$ cat src/rtl/division_4bits_ctrl_if.sv
// Handshake bundle for the signed 4-bit divider controller:
// operand/start, result/status, and the shared-negator request lines.
interface division_4bits_ctrl_if #(
  parameter int WIDTH = 4
);
  logic             start;
  logic [WIDTH-1:0] a;
  logic [WIDTH-1:0] b;
  logic             busy;
  logic             done;
  logic [WIDTH-1:0] quotient;
  logic [WIDTH-1:0] remainder;
  logic             div_by_zero;
  logic             overflow;
  logic             comp_sel;
  logic [WIDTH-1:0] comp_a;
  logic             comp_finish;
  logic [WIDTH-1:0] comp_sum;

  modport master (
    output start, a, b, comp_finish, comp_sum,
    input  busy, done, quotient, remainder,
    input  div_by_zero, overflow, comp_sel, comp_a
  );

  modport slave (
    input  start, a, b, comp_finish, comp_sum,
    output busy, done, quotient, remainder,
    output div_by_zero, overflow, comp_sel, comp_a
  );
endinterface

$ cat src/rtl/division_4bits_ctrl.sv
// Signed 4-bit restoring divider controller using a shared negation unit.
// Define DIV_INTERNAL_NEG_EN to negate internally and drop the handshake.
module division_4bits_ctrl #(
  parameter int WIDTH = 4
) (
  input logic                  clk,
  input logic                  rst,
  division_4bits_ctrl_if.slave bus
);
  localparam int CW = $clog2(WIDTH);
  localparam logic [CW-1:0] LAST = CW'(WIDTH - 1);

  typedef enum logic [3:0] {
    IDLE, CHK, NEG_A, NEG_B, DIV,
    NEG_Q, NEG_R, REL, DONE
  } st_t;

  st_t st, st_n, st_div, st_q, st_neg;
  logic [3:0] ra, rb, ma, mb;
  logic [3:0] p, p_n, q_nx, neg_v;
  logic [4:0] p_sh;
  logic [CW-1:0] cnt;
  logic ge, fire, sdiff;

  assign sdiff = ra[3] ^ rb[3];
  assign p_sh = {p, ma[3]};
  assign ge = p_sh >= {1'b0, mb};
  // below |b| (<= 8) the top bit of p_sh is always clear
  assign p_n = ge ? 4'(p_sh - {1'b0, mb})
                  : p_sh[3:0];
  assign q_nx = {bus.quotient[2:0], ge};

  assign st_div = (sdiff && q_nx != 4'h0) ? NEG_Q
                : (ra[3] && p_n != 4'h0) ? NEG_R
                : DONE;
  assign st_q = (ra[3] && bus.remainder != 4'h0)
              ? NEG_R : DONE;

  always_comb begin
    st_neg = DONE;
    unique case (st)
      NEG_A:   st_neg = rb[3] ? NEG_B : DIV;
      NEG_B:   st_neg = DIV;
      NEG_Q:   st_neg = st_q;
      default: st_neg = DONE;
    endcase
  end

`ifdef DIV_INTERNAL_NEG_EN
  logic [3:0] opnd;
  logic unused;

  assign unused = ^{bus.comp_finish, bus.comp_sum};
  assign bus.comp_sel = 1'b0;
  assign bus.comp_a = 4'h0;
  assign fire = 1'b1;

  always_comb begin
    opnd = 4'h0;
    unique case (st)
      NEG_A:   opnd = ra;
      NEG_B:   opnd = rb;
      NEG_Q:   opnd = bus.quotient;
      NEG_R:   opnd = bus.remainder;
      default: opnd = 4'h0;
    endcase
  end

  assign neg_v = 4'(~opnd + 4'd1);
`else
  st_t st_ret;
  logic sel_n;
  logic [3:0] opnd_n;

  assign fire = bus.comp_sel && bus.comp_finish;
  assign neg_v = bus.comp_sum;
  assign sel_n = (st_n == NEG_A) || (st_n == NEG_B)
              || (st_n == NEG_Q) || (st_n == NEG_R);

  // leaving DIV the new q/r are not yet in the output regs
  always_comb begin
    opnd_n = 4'h0;
    unique case (st_n)
      NEG_A:   opnd_n = ra;
      NEG_B:   opnd_n = rb;
      NEG_Q:   opnd_n = (st == DIV) ? q_nx : bus.quotient;
      NEG_R:   opnd_n = (st == DIV) ? p_n : bus.remainder;
      default: opnd_n = 4'h0;
    endcase
  end
`endif

  always_comb begin
    st_n = st;
    unique case (st)
      IDLE: if (bus.start) st_n = CHK;
      CHK: begin
        if (rb == 4'h0)  st_n = DONE;
        else if (ra[3])  st_n = NEG_A;
        else if (rb[3])  st_n = NEG_B;
        else             st_n = DIV;
      end
      NEG_A, NEG_B, NEG_Q, NEG_R: begin
`ifdef DIV_INTERNAL_NEG_EN
        if (fire) st_n = st_neg;
`else
        if (fire) st_n = REL;
`endif
      end
      REL: begin
`ifdef DIV_INTERNAL_NEG_EN
        st_n = IDLE;
`else
        if (!bus.comp_finish) st_n = st_ret;
`endif
      end
      DIV:     if (cnt == LAST) st_n = st_div;
      DONE:    st_n = IDLE;
      default: st_n = IDLE;
    endcase
  end

  always_ff @(posedge clk) begin
    if (rst) begin
      st <= IDLE;
      ra <= 4'h0;
      rb <= 4'h0;
      ma <= 4'h0;
      mb <= 4'h0;
      p <= 4'h0;
      cnt <= '0;
      bus.busy <= 1'b0;
      bus.done <= 1'b0;
      bus.quotient <= 4'h0;
      bus.remainder <= 4'h0;
      bus.div_by_zero <= 1'b0;
      bus.overflow <= 1'b0;
`ifndef DIV_INTERNAL_NEG_EN
      st_ret <= IDLE;
      bus.comp_sel <= 1'b0;
      bus.comp_a <= 4'h0;
`endif
    end else begin
      st <= st_n;
      bus.done <= 1'b0;
`ifndef DIV_INTERNAL_NEG_EN
      bus.comp_sel <= sel_n;
      bus.comp_a <= opnd_n;
`endif
      unique case (st)
        IDLE: if (bus.start) begin
          ra <= bus.a;
          rb <= bus.b;
          bus.div_by_zero <= 1'b0;
          bus.overflow <= 1'b0;
          bus.busy <= 1'b1;
        end
        CHK: begin
          ma <= ra;
          mb <= rb;
          p <= 4'h0;
          cnt <= '0;
          bus.overflow <= (ra == 4'h8) && (rb == 4'hF);
          if (rb == 4'h0) begin
            bus.div_by_zero <= 1'b1;
            bus.quotient <= 4'h0;
            bus.remainder <= ra;
          end
        end
        NEG_A, NEG_B, NEG_Q, NEG_R: if (fire) begin
          if (st == NEG_A)      ma <= neg_v;
          else if (st == NEG_B) mb <= neg_v;
          else if (st == NEG_Q) bus.quotient <= neg_v;
          else                  bus.remainder <= neg_v;
`ifndef DIV_INTERNAL_NEG_EN
          st_ret <= st_neg;
`endif
        end
        DIV: begin
          p <= p_n;
          ma <= {ma[2:0], 1'b0};
          bus.quotient <= q_nx;
          bus.remainder <= p_n;
          cnt <= cnt + 1'b1;
        end
        DONE: begin
          bus.done <= 1'b1;
          bus.busy <= 1'b0;
        end
        default: ;
      endcase
    end
  end
endmodule
$ cat src/flat_wrapper.sv
// flat-port wrapper written by rule: the top's interface ports become plain ports
module division_4bits_ctrl_flat 
#(
  parameter int WIDTH = 4
)
  (clk, rst, bus_start, bus_a, bus_b, bus_comp_finish, bus_comp_sum, bus_busy, bus_done, bus_quotient, bus_remainder, bus_div_by_zero, bus_overflow, bus_comp_sel, bus_comp_a);
  division_4bits_ctrl_if #(.WIDTH(WIDTH)) bus_i ();
  input logic clk;
  input logic rst;
  input wire logic [$bits(bus_i.start)-1:0] bus_start;
  input wire logic [$bits(bus_i.a)-1:0] bus_a;
  input wire logic [$bits(bus_i.b)-1:0] bus_b;
  input wire logic [$bits(bus_i.comp_finish)-1:0] bus_comp_finish;
  input wire logic [$bits(bus_i.comp_sum)-1:0] bus_comp_sum;
  output wire logic [$bits(bus_i.busy)-1:0] bus_busy;
  output wire logic [$bits(bus_i.done)-1:0] bus_done;
  output wire logic [$bits(bus_i.quotient)-1:0] bus_quotient;
  output wire logic [$bits(bus_i.remainder)-1:0] bus_remainder;
  output wire logic [$bits(bus_i.div_by_zero)-1:0] bus_div_by_zero;
  output wire logic [$bits(bus_i.overflow)-1:0] bus_overflow;
  output wire logic [$bits(bus_i.comp_sel)-1:0] bus_comp_sel;
  output wire logic [$bits(bus_i.comp_a)-1:0] bus_comp_a;
  assign bus_i.start = bus_start;
  assign bus_i.a = bus_a;
  assign bus_i.b = bus_b;
  assign bus_i.comp_finish = bus_comp_finish;
  assign bus_i.comp_sum = bus_comp_sum;
  assign bus_busy = bus_i.busy;
  assign bus_done = bus_i.done;
  assign bus_quotient = bus_i.quotient;
  assign bus_remainder = bus_i.remainder;
  assign bus_div_by_zero = bus_i.div_by_zero;
  assign bus_overflow = bus_i.overflow;
  assign bus_comp_sel = bus_i.comp_sel;
  assign bus_comp_a = bus_i.comp_a;
  division_4bits_ctrl #(.WIDTH(WIDTH)) u_core (.clk(clk), .rst(rst), .bus(bus_i));
endmodule
$ cat config.mk
export PLATFORM = sky130hd
export DESIGN_NAME = division_4bits_ctrl_flat
export DESIGN_NICKNAME = d
export VERILOG_FILES = /design/src/rtl/division_4bits_ctrl_if.sv /design/src/rtl/division_4bits_ctrl.sv /design/src/flat_wrapper.sv
export SDC_FILE = /design/constraint.sdc
export NUM_CORES = 1
export LEC_CHECK = 0
export CAP_MARGIN = 10
export CORE_MARGIN = 4
export CORE_UTILIZATION = 40
export CTS_CLUSTER_DIAMETER = 200
export CTS_CLUSTER_SIZE = 25
export DETAILED_ROUTE_END_ITERATION = 8
export GPL_TIMING_DRIVEN = 0
export PLACE_DENSITY_LB_ADDON = 0.05
export SYNTH_ARGS = -nofsm -noshare
export SYNTH_HDL_FRONTEND = slang
export SYNTH_SLANG_ARGS = --single-unit
export TNS_END_PERCENT = 30
$ cat constraint.sdc
create_clock -name clk -period 6.1 [get_ports clk]
set_input_delay 1.22 -clock clk [delete_from_list [all_inputs] [get_ports clk]]
set_output_delay 1.22 -clock clk [all_outputs]
set_load 0.01 [all_outputs]
Yosys cells after proc, flatten, opt, wreduce, memory -nomap -nowiden
Cells that the tools add are included.
W data, S select, Z words.
{"block": "op_classes", "n_eq_ne": 24, "n_lt_le_gt_ge": 1, "bitwise": 1, "n_div": 0, "shift": 0, "n_reduce_logical": 28, "addsub": 2, "mux": 44, "mul": 0}
{"cell": "$mux W4", "count": 27}
{"cell": "$pmux W4 S3", "count": 4}
{"cell": "$eq A4 B3 Y1 const B", "count": 6}
{"cell": "$pmux W4 S5", "count": 1}
{"cell": "$eq A4 B2 Y1 const B", "count": 4}
{"cell": "$pmux W4 S2", "count": 2}
{"cell": "$pmux W4 S4", "count": 1}
{"cell": "$eq A4 B4 Y1 const B", "count": 3}
{"cell": "$reduce_and A6 Y1", "count": 2}
{"cell": "$reduce_bool A4 Y1", "count": 3}
{"cell": "$ne A2 B1 Y1 const B", "count": 5}
{"cell": "$logic_not A4 Y1", "count": 2}
{"cell": "$ne A2 B2 Y1 const B", "count": 4}
{"cell": "$reduce_and A2 Y1", "count": 4}
{"cell": "$reduce_bool A2 Y1", "count": 4}
{"cell": "$pmux W1 S2", "count": 3}
{"cell": "$reduce_and A3 Y1", "count": 2}
{"cell": "$ge A5 B4 Y1", "count": 1}
{"cell": "$logic_and A1 B1 Y1", "count": 5}
{"cell": "$eq A4 B1 Y1 const B", "count": 1}
{"cell": "$mux W1", "count": 4}
{"cell": "$pmux W2 S2", "count": 1}
{"cell": "$reduce_and A4 Y1", "count": 1}
{"cell": "$reduce_or A4 Y1", "count": 1}
{"cell": "other kinds (7)", "count": 9}
{"block": "word_totals", "ramBits": 0, "latchBits": 0, "input_bits": 16, "memories": 0, "wordCells": 116, "ff_bits": 47, "output_inout_bits": 17, "rom_bits": 0}

Depth between registers and ports, before layout
Gate-level depths: netlist (run 1).
{"block": "logic_depth", "depth_word": 12, "ltp_mapped": 13, "depth_no_buf": 12}

Least setup slack after synthesis (run 1)
OpenSTA, ideal clock, no wires.
{"block": "synth_path", "path_kind": "register -> register", "from": "reg u_core.ma[3]", "to": "reg u_core.bus.comp_a[0]", "required_time_ns": 6.041, "t_arrival_ns": 2.946, "setup_time_ns": 0.059, "path_buffers": 1, "period_less_slack_ns": 3.005, "setup_slack_ns": 3.095, "path_stages_with_launch": 14, "path_cell_list": "dfxtp_1 > inv_1 > ha_1 > inv_1 > fa_1 > xor2_1 > nor3b_1 > nand3_1 > a211o_1 > a31o_1 > buf_6 > or3_4 > a211oi_4 > and2_1"}
{"block": "synth_via", "elab_chain_len": 10, "elab_cells_between_ends": 18, "cone_classes": "1 x add/sub; 1 x order compare; 4 x eq/ne; 8 x mux; 4 x reduce/logical"}
{"item": "from (decl)", "line_no": "division_4bits_ctrl.sv:19", "source": "logic [3:0] ra, rb, ma, mb;"}
{"item": "from (signal assigned)", "line_no": "division_4bits_ctrl.sv:159", "source": "ma <= ra;"}
{"item": "from (signal assigned)", "line_no": "division_4bits_ctrl.sv:171", "source": "if (st == NEG_A) ma <= neg_v;"}
{"item": "from (signal assigned)", "line_no": "division_4bits_ctrl.sv:181", "source": "ma <= {ma[2:0], 1'b0};"}
{"item": "$sub A4 B4 Y4 or $ge A5 B4 Y1 (tied branches)", "line_no": "division_4bits_ctrl.sv:29, division_4bits_ctrl.sv:27"}
{"item": "$mux W4", "line_no": "division_4bits_ctrl.sv:29", "source": "assign p_n = ge ? 4'(p_sh - {1'b0, mb})"}
{"item": "$reduce_bool A4 Y1", "line_no": "division_4bits_ctrl.sv:34", "source": ": (ra[3] && p_n != 4'h0) ? NEG_R"}
{"item": "$logic_and A1 B1 Y1", "line_no": "division_4bits_ctrl.sv:34"}
{"item": "$mux W4", "line_no": "division_4bits_ctrl.sv:34"}
{"item": "$mux W4", "line_no": "division_4bits_ctrl.sv:33", "source": "assign st_div = (sdiff && q_nx != 4'h0) ? NEG_Q"}
{"item": "$mux W4", "line_no": "division_4bits_ctrl.sv:117", "source": "DIV: if (cnt == LAST) st_n = st_div;"}
{"item": "$pmux W4 S5", "line_no": "division_4bits_ctrl.sv:95", "source": "unique case (st)"}
{"item": "$eq A4 B3 Y1 or $eq A4 B2 Y1 (tied branches)", "line_no": "division_4bits_ctrl.sv:83", "source": "unique case (st_n)"}
{"item": "$pmux W4 S4 *", "line_no": "division_4bits_ctrl.sv:83"}
{"item": "to (signal assigned)", "line_no": "division_4bits_ctrl.sv:148", "source": "bus.comp_a <= opnd_n;"}
{"item": "to (decl)", "line_no": "division_4bits_ctrl_if.sv:29", "source": "output div_by_zero, overflow, comp_sel, comp_a"}
Mark *: on every way between the ends. The rest lies on a longest branch, timed or not.
A chain may end at the register's enable or synchronous reset.

Worst setup path after layout (run 1)
{"block": "layout_path", "from": "in bus_comp_finish", "to": "reg u_core.bus.comp_a[3]"}
{"block": "layout_via", "elab_chain_len": 5, "elab_cells_between_ends": 9, "cone_classes": "4 x eq/ne; 4 x mux; 1 x reduce/logical"}
{"item": "from (decl)", "line_no": "flat_wrapper.sv:13", "source": "input wire logic [$bits(bus_i.comp_finish)-1:0] bus_comp_finish;"}
{"item": "$logic_and A1 B1 Y1", "line_no": "division_4bits_ctrl.sv:75", "source": "assign fire = bus.comp_sel && bus.comp_finish;"}
{"item": "$mux W4", "line_no": "division_4bits_ctrl.sv:107", "source": "if (fire) st_n = REL;"}
{"item": "$pmux W4 S5 *", "line_no": "division_4bits_ctrl.sv:95"}
{"item": "$eq A4 B3 Y1 or $eq A4 B2 Y1 (tied branches)", "line_no": "division_4bits_ctrl.sv:83"}
{"item": "$pmux W4 S4 *", "line_no": "division_4bits_ctrl.sv:83"}
Marks and branches as above.

==> impl_metrics.sql, run 1 <==
INSERT INTO impl_metrics (metric_group, metric, value, unit) VALUES
('route', 'drcViolationCount', '0', ''),
('synthesis', 'post-synth-top-area-fraction', '0.348', ''),
('route', 'detailroute.via_count', '2619', ''),
('setup_path', 'cp_data_arrival_time', '3.86', 'ns'),
('clock_network', 'ctsRootBufferMaster', 'sky130_fd_sc_hd__clkbuf_8', ''),
('pwr', 'power.density', '267', 'nW/µm²'),
('setup_path', 'cpPeakStageDelay', '0.50', 'ns'),
('clock_network', 'number_of_levels_the_h_tree_was_split_into', '2', ''),
('clock_network', 'postCtsSetupBuffers', '0', ''),
('die', 'top_level_ports', '33', ''),
('cells_and_area', 'nFillCells', '660', ''),
('synthesis', 'yosys_warnings', '0', ''),
('synthesis', 'synth_area', '2710', 'µm²'),
('die', 'core-area', '6460', 'µm²'),
('cells_and_area', 'post-route-util', '0.503', ''),
('global_route', 'grtUsageTotal', '0.193', ''),
('setup_path', 'critPathSlowestCell', 'sky130_fd_sc_hd__clkdlybuf4s50_1', ''),
('die', 'floorplan.die_area', '8140', 'µm²'),
('die', 'initial_core_util', '0.419', ''),
('die', 'fp.dieW', '90.2', 'µm'),
('pwr', 'vdd_ir_drop_max', '0.000144', 'V'),
('clock_network', 'postCtsResizedCells', '0', ''),
('placed_design', 'routabilityCongestion', '0.900', ''),
('clock_network', 'tritoncts_num_sinks', '47', ''),
('clock_network', 'max-clock-path-buffers', '2', ''),
('clock_network', 'cts_buf_count', '5', ''),
('placed_design', 'portBuffers', '31', ''),
('synthesis', 'synthesis.nets', '375', ''),
('synthesis', 'synth.ff_latch_count', '47', ''),
('synthesis', 'synth_edf_count', '0', ''),
('timing', 'clock_period_minus_worst_slack', '3.61', 'ns'),
('setup_path', 'timing.critical_path.cells', 'clkdlybuf4s50_1 -> nand2_1 -> a211o_1 -> clkbuf_1 -> nand4_1 -> a21o_1 -> a22oi_1 -> o21ai_0 -> a211oi_4 -> o21a_1', ''),
('cells_and_area', 'final_net_count', '413', ''),
('synthesis', 'syn-mean-instance-area', '7.71', 'µm²'),
('run_status', 'run_status', 'finished clean', ''),
('route', 'm1WireLength', '3920', 'µm'),
('setup_path', 'critical_path_class', 'input port to flip-flop', ''),
('die', 'std_cell_rows', '29', ''),
('global_route', 'number_of_global_route_vias_before_repair', '2497', ''),
('die', 'die_height', '90.2', 'µm'),
('setup_path', 'crit_path_start_kind', 'input port', ''),
('route', 'met3WireLength', '329', 'µm'),
('synthesis', 'netlist_instances', '351', ''),
('route', 'met2RoutedLength', '3500', 'µm'),
('timing', 'fin_crit_sh', '0.592', ''),
('route', 'detail_route.wl_per_cell', '16.7', 'µm'),
('synthesis', 'synth.yosys.seq_area_share', '0.348', ''),
('timing', 'max_freq', '0.277', 'GHz'),
('route', 'firstDrtPassIters', '4', ''),
('run', 'maxCapViolCount', '0', ''),
('clock_network', 'clock_insertion_delay_worst_skew', '0.30', 'ns'),
('synthesis', 'netlist-cell-type-count', '54', ''),
('setup_path', 'critical_path_buf_inv_count', '2', ''),
('timing', 'grt_setup_unrepaired', 'false', ''),
('synthesis', 'netlist.top_cell.by_area', 'sky130_fd_sc_hd__dfxtp_1', ''),
('placed_design', 'detailedPlacementHpwl', '5890', 'µm'),
('global_route', 'antenna_violations_before_repair', '0', ''),
('clock_network', 'cts_hold_buffers_added', '0', ''),
('route', 'vias_per_cell', '5.61', ''),
('timing', 'skew', '0.00481', 'ns'),
('setup_path', 'worstPathMaxFanout', '9', ''),
('synthesis', 'ys_top_cells_by_area', 'sky130_fd_sc_hd__dfxtp_1 (35%), sky130_fd_sc_hd__nand2_1 (8.7%), sky130_fd_sc_hd__a21oi_1 (7.2%)', ''),
('cells_and_area', 'sequential_cell_area', '941', 'µm²'),
('timing', 'tightestPinTransition', '0.839', 'ns'),
('clock_network', 'cts_tree', 'built', ''),
('setup_path', 'end_kind', 'flip-flop', ''),
('timing', 'hold-worst-slack', '0.466', 'ns'),
('route', 'drt-total-wl', '7820', 'µm'),
('global_route', 'grt_max_degree', '16', ''),
('min_path', 'min-delay-path-class', 'flip-flop to flip-flop', ''),
('setup_path', 'cp_data_required_time', '6.35', 'ns');
metrics by stage:
step | instance area [µm²] | total power [mW] | cells | setup WS (ns)
3_3_place_gp | 3110 | 0.594 | 459 | 2.21
4_1_cts | 3250 | 0.872 | 467 | 2.51
2_1_floorplan | 2710 | 0.516 | 351 | 3.09
3_5_place_dp | 3110 | 0.594 | 459 | 2.21
5_1_grt | 3250 | 0.914 | 467 | 2.29
6_report | 3250 | 0.867 | 467 | 2.49
routing by layer:
metal | GRT usage | vias to the layer above
met1 | 0.269 | 1213
li1 | - | 1328
met4 | 0.0497 | 0
met5 | 0 | -
met2 | 0.312 | 70
met3 | 0.0292 | 8
cells by family after synthesis:
kind of cell | share of synthesized area
adders and majority gates | 0.0398
and+or+nand+nor | 0.272
xor gates and xnor gates | 0.00648
AOI/OAI and AO/OA | 0.249
muxes | 0.0412
DFF | 0.348
buffers and inverters | 0.0435
worst paths after layout:
kind	slack (ns)	from	end	depth (start not counted)
min	0.47	u_core.ma[1]	u_core.ma[1]	2
max	2.49	bus_comp_finish	u_core.bus.comp_a[3]	10
min reg2reg	0.47	u_core.ma[1]	u_core.ma[1]	2
max reg2reg	2.74	u_core.ma[3]	u_core.bus.comp_a[3]	13
flip-flops by register name, summed over array words and instances (netlist names), 2 cells and up:
register and cells:
u_core.mb 4, u_core.bus.remainder 4, u_core.bus.quotient 4, u_core.st_ret 4, u_core.p 4, u_core.bus.comp_a 4
u_core.ra 4, u_core.ma 4, u_core.cnt 2, u_core.st 4, u_core.rb 4
synth_stat cells, types with 6 or more instances:
library cell	n
sky130_fd_sc_hd__a211oi_1	6
sky130_fd_sc_hd__a21boi_0	7
sky130_fd_sc_hd__a21o_1	9
sky130_fd_sc_hd__a21oi_1	39
sky130_fd_sc_hd__and2_1	7
sky130_fd_sc_hd__clkbuf_1	14
sky130_fd_sc_hd__dfxtp_1	47
sky130_fd_sc_hd__ha_1	7
sky130_fd_sc_hd__inv_1	11
sky130_fd_sc_hd__mux2i_1	10
sky130_fd_sc_hd__nand2_1	63
sky130_fd_sc_hd__nand3_1	10
sky130_fd_sc_hd__nor2_1	32
sky130_fd_sc_hd__nor3_1	7
sky130_fd_sc_hd__o21ai_0	7
area by class of cell:
class                   instances  area share
clock buffers                   5      0.0212
plain buffers                  18      0.0235
well taps                      77      0.0297
clock inverters                 3      0.0208
inverters                      11      0.0127
repair buffers                 31      0.0955
multi-input cells             275       0.507
flip-flops and latches         47       0.290
worst min-delay path, delay by kind of cell (launching register included):
kind	cells	cell delay, ns
AO/OA/AOI/OAI	1	0.05
flip-flops	1	0.32
AND/OR/NAND/NOR	1	0.05
cells in the final DEF (no fill, tap or decap), drive strengths merged, types with 2 or more instances in the layout:
cell type and n:
a211o 3, a211oi 8, a21bo 2, a21boi 7, a21o 9, a21oi 39
a22oi 4, a311oi 2, a31oi 4, and2 8, and3 4, buf 4
bufinv 2, clkbuf 19, clkdlybuf4s50 31, dfxtp 47, ha 7, inv 11
mux2i 10, nand2 63, nand2b 3, nand3 10, nand3b 5, nand4 3
nor2 32, nor2b 3, nor3 7, nor3b 2, nor4 3, o211ai 5
o21a 2, o21ai 9, o22ai 3, or4 2, xor2 2
power breakdown:
| part | total, mW | switching, mW | internal (mW) |
|---|---|---|---|
| logic | 0.242 | 0.145 | 0.0969 |
| registers | 0.348 | 0.0213 | 0.327 |
| clock network | 0.277 | 0.113 | 0.164 |
| total | 0.867 | 0.280 | 0.588 |
Power figures use the tool's default switching activity.
==> run 2: changes to the inputs <==
==> constraint.sdc (replaced) <==
create_clock -name clk -period 3.61 [get_ports clk]
set_input_delay 0.722 -clock clk [delete_from_list [all_inputs] [get_ports clk]]
set_output_delay 0.722 -clock clk [all_outputs]
set_load 0.01 [all_outputs]
==> results of run 2 <==
Same layout as run 1 (identical final DEF). Status: finished clean.
Among the figures that moved: setup slack after placement 2.21 ns -> 0.218 ns; setup slack after layout 2.49 ns -> 0.249 ns; start point of the critical path bus_comp_finish -> u_core.ma[3]; register-to-register setup slack 2.74 ns -> 0.25 ns; total power 0.867 mW -> 1.47 mW; worst IR drop on VDD 0.000144 V -> 0.000243 V
==> run 3: changes to the inputs <==
==> constraint.sdc (replaced) <==
create_clock -name clk -period 2.9 [get_ports clk]
set_input_delay 0.58 -clock clk [delete_from_list [all_inputs] [get_ports clk]]
set_output_delay 0.58 -clock clk [all_outputs]
set_load 0.01 [all_outputs]
==> impl_metrics.sql, run 3 (synthesis gave the netlist of run 1 again) <==
INSERT INTO impl_metrics (metric_group, metric, value, unit) VALUES
('setup_path', 'worstPathMaxFanout', '5', ''),
('setup_path', 'cp_data_arrival_time', '3.11', 'ns'),
('pwr', 'power.density', '558', 'nW/µm²'),
('cells_and_area', 'insertedDiodeCount', '0', ''),
('die', 'top_level_ports', '33', ''),
('die', 'floorplan.die_area', '8140', 'µm²'),
('clock_network', 'cts_buf_count', '5', ''),
('route', 'drt_iter0_markers', '190', ''),
('setup_path', 'cp_data_required_time', '3.15', 'ns'),
('route', 'ant_nets', '0', ''),
('timing', 'report.final.slew_viol_count', '0', ''),
('timing', 'slew_headroom', '0.551', ''),
('pwr', 'power_frac_clock', '0.299', ''),
('setup_path', 'crit_path_start_kind', 'flip-flop', ''),
('global_route', 'antenna_violations_before_repair', '0', ''),
('placed_design', 'routabilityCongestion', '0.881', ''),
('global_route', 'number_of_global_route_vias_before_repair', '2510', ''),
('clock_network', 'clock_insertion_delay_worst_skew', '0.31', 'ns'),
('pwr', 'power_switching', '0.629', 'mW'),
('timing', 'grt_setup_unrepaired', 'true', ''),
('clock_network', 'cts_hold_buffers_added', '0', ''),
('timing', 'finalHoldViolCount', '0', ''),
('setup_path', 'end_kind', 'flip-flop', ''),
('clock_network', 'clkTransAtPathRegs', '0.09', 'ns'),
('pwr', 'share_comb_of_total_power', '0.321', ''),
('timing', 'max_freq', '0.350', 'GHz'),
('global_route', 'grt_max_degree', '15', ''),
('die', 'std_cell_rows', '29', ''),
('global_route', 'globalRouteOverflowTotal', '0', ''),
('route', 'detail_route.wl_per_cell', '17.3', 'µm'),
('cells_and_area', 'nFillCells', '637', ''),
('clock_network', 'number_of_levels_the_h_tree_was_split_into', '2', ''),
('clock_network', 'max-clock-path-buffers', '2', ''),
('route', 'vias_per_cell', '5.66', ''),
('global_route', 'grt_first_pass_wirelength', '13000', 'µm'),
('clock_network', 'tritoncts_num_sinks', '47', ''),
('cells_and_area', 'final_net_count', '426', ''),
('run', 'maxCapViolCount', '0', ''),
('pwr', 'internal-power', '1.31', 'mW'),
('pwr', 'power.sequential.fraction', '0.380', ''),
('run_status', 'run_status', 'finished clean', ''),
('timing', 'fin_crit_sh', '0.985', ''),
('cells_and_area', 'fraction_of_layout_cells_with_a_size_suffix_above_1', '0.136', ''),
('placed_design', 'portBuffers', '31', ''),
('setup_path', 'critical_path_class', 'flip-flop to flip-flop', ''),
('pwr', 'p_sw_frac', '0.324', ''),
('die', 'initial_core_util', '0.419', ''),
('timing', 'skew', '0.00234', 'ns'),
('global_route', 'grtUsageTotal', '0.197', ''),
('cells_and_area', 'layout-area-overhead-vs-synth', '28.6', '%'),
('die', 'fp.dieW', '90.2', 'µm'),
('cells_and_area', 'post-route-util', '0.539', ''),
('cells_and_area', 'most-common-layout-cells', 'sky130_fd_sc_hd__nand2_1 (62), sky130_fd_sc_hd__dfxtp_1 (43), sky130_fd_sc_hd__a21oi_1 (38)', ''),
('timing', 'clock_period_minus_worst_slack', '2.86', 'ns'),
('timing', 'tightestPinTransition', '0.670', 'ns'),
('route', 'firstDrtPassIters', '4', ''),
('die', 'die_height', '90.2', 'µm'),
('clock_network', 'cts_tree', 'built', ''),
('cells_and_area', 'final_common_cell', 'sky130_fd_sc_hd__nand2_1', ''),
('die', 'core-area', '6460', 'µm²'),
('pwr', 'power.leakage', '1.22', 'nW'),
('min_path', 'min-delay-path-class', 'flip-flop to flip-flop', ''),
('timing', 'setup-tns-final', '0', 'ns'),
('timing', 'setup-violations-final', '0', ''),
('route', 'drt-total-wl', '8320', 'µm'),
('placed_design', 'detailedPlacementHpwl', '5900', 'µm'),
('route', 'drcViolationCount', '0', ''),
('clock_network', 'ctsRootBufferMaster', 'sky130_fd_sc_hd__clkbuf_8', ''),
('pwr', 'vdd_ir_drop_max', '0.000269', 'V'),
('route', 'detailroute.via_count', '2717', '');
## run 3: cell types whose count changed in the layout (fill, tap and decap cells not counted), sizes merged
cell	before	now
buf	4	18
clkinvlp	1	0
## run 3: final cells by class
cell class,count,area [µm²],area share
Sequential cell,47,946,0.272
Buffer,17,75.1,0.0216
Multi-Input combinational cell,275,1770,0.507
Tap cell,77,96.3,0.0277
Timing Repair Buffer,45,423,0.122
Inverter,11,41.3,0.0119
Clock inverter,2,60.1,0.0173
Clock buffer,6,72.6,0.0209
## run 3: final timing paths
path	startpoint	to	slack, ns	cells past startpoint
worst max register to register	u_core.ma[3]	u_core.bus.comp_a[2]	0.04	13
worst min-delay path	u_core.ma[1]	u_core.ma[1]	0.46	2
worst min register to register	u_core.ma[1]	u_core.ma[1]	0.46	2
worst max-delay path	u_core.ma[3]	u_core.bus.comp_a[2]	0.04	13
## run 3: through the flow
| step | setup slack [ns] | hold slack (ns) | cell area, µm² | cells | power (mW) |
|---|---|---|---|---|---|
| 2_1_floorplan | 0.0208 | 0.432 | 2710 | 351 | 1.09 |
| 3_3_place_gp | -0.362 | 0.445 | 3110 | 459 | 1.25 |
| 3_5_place_dp | -0.354 | 0.450 | 3110 | 459 | 1.25 |
| 4_1_cts | -0.101 | 0.463 | 3310 | 472 | 1.86 |
| 5_1_grt | -0.0695 | 0.484 | 3480 | 480 | 2.05 |
| 6_report | 0.0428 | 0.462 | 3480 | 480 | 1.94 |
## run 3: critical path, cell delays in order, from the launching register on
cell                       delay [ns]
sky130_fd_sc_hd__dfxtp_2         0.34
sky130_fd_sc_hd__inv_2           0.07
sky130_fd_sc_hd__ha_4            0.14
sky130_fd_sc_hd__inv_2           0.03
sky130_fd_sc_hd__fa_2            0.34
sky130_fd_sc_hd__xor2_2          0.16
sky130_fd_sc_hd__nor3b_2         0.16
sky130_fd_sc_hd__nand3_1         0.10
sky130_fd_sc_hd__a211o_1         0.30
sky130_fd_sc_hd__a31o_1          0.20
sky130_fd_sc_hd__buf_6           0.12
sky130_fd_sc_hd__or3_4           0.33
sky130_fd_sc_hd__a211oi_4        0.32
sky130_fd_sc_hd__and2_1          0.19
## run 3: power by group through the flow
stage / sequential (mW) / combinational, mW / clock, mW
floorplan: 0.739 / 0.347 / 0
CTS: 0.734 / 0.536 / 0.588
global placement: 0.748 / 0.502 / 0
detailed placement: 0.748 / 0.501 / 0
global route: 0.744 / 0.686 / 0.616
finish: 0.737 / 0.623 / 0.580
## run 3: metal layers
metal | GRT usage | vias to the layer above | wire length [µm]
met1 | 0.275 | 1284 | 3920
met4 | 0.0459 | 0 | 69
met2 | 0.312 | 78 | 3880
li1 | - | 1348 | -
met5 | 0 | - | 0
met3 | 0.0417 | 7 | 445
## run 3: timing repair
action / CTS / global route
endpoints found under the hold margin: 0 / 0
resized for setup: 8 / 25
setup endpoints to repair: 5 / 5
buffers inserted: 5 / 9
pin swaps: 8 / 13
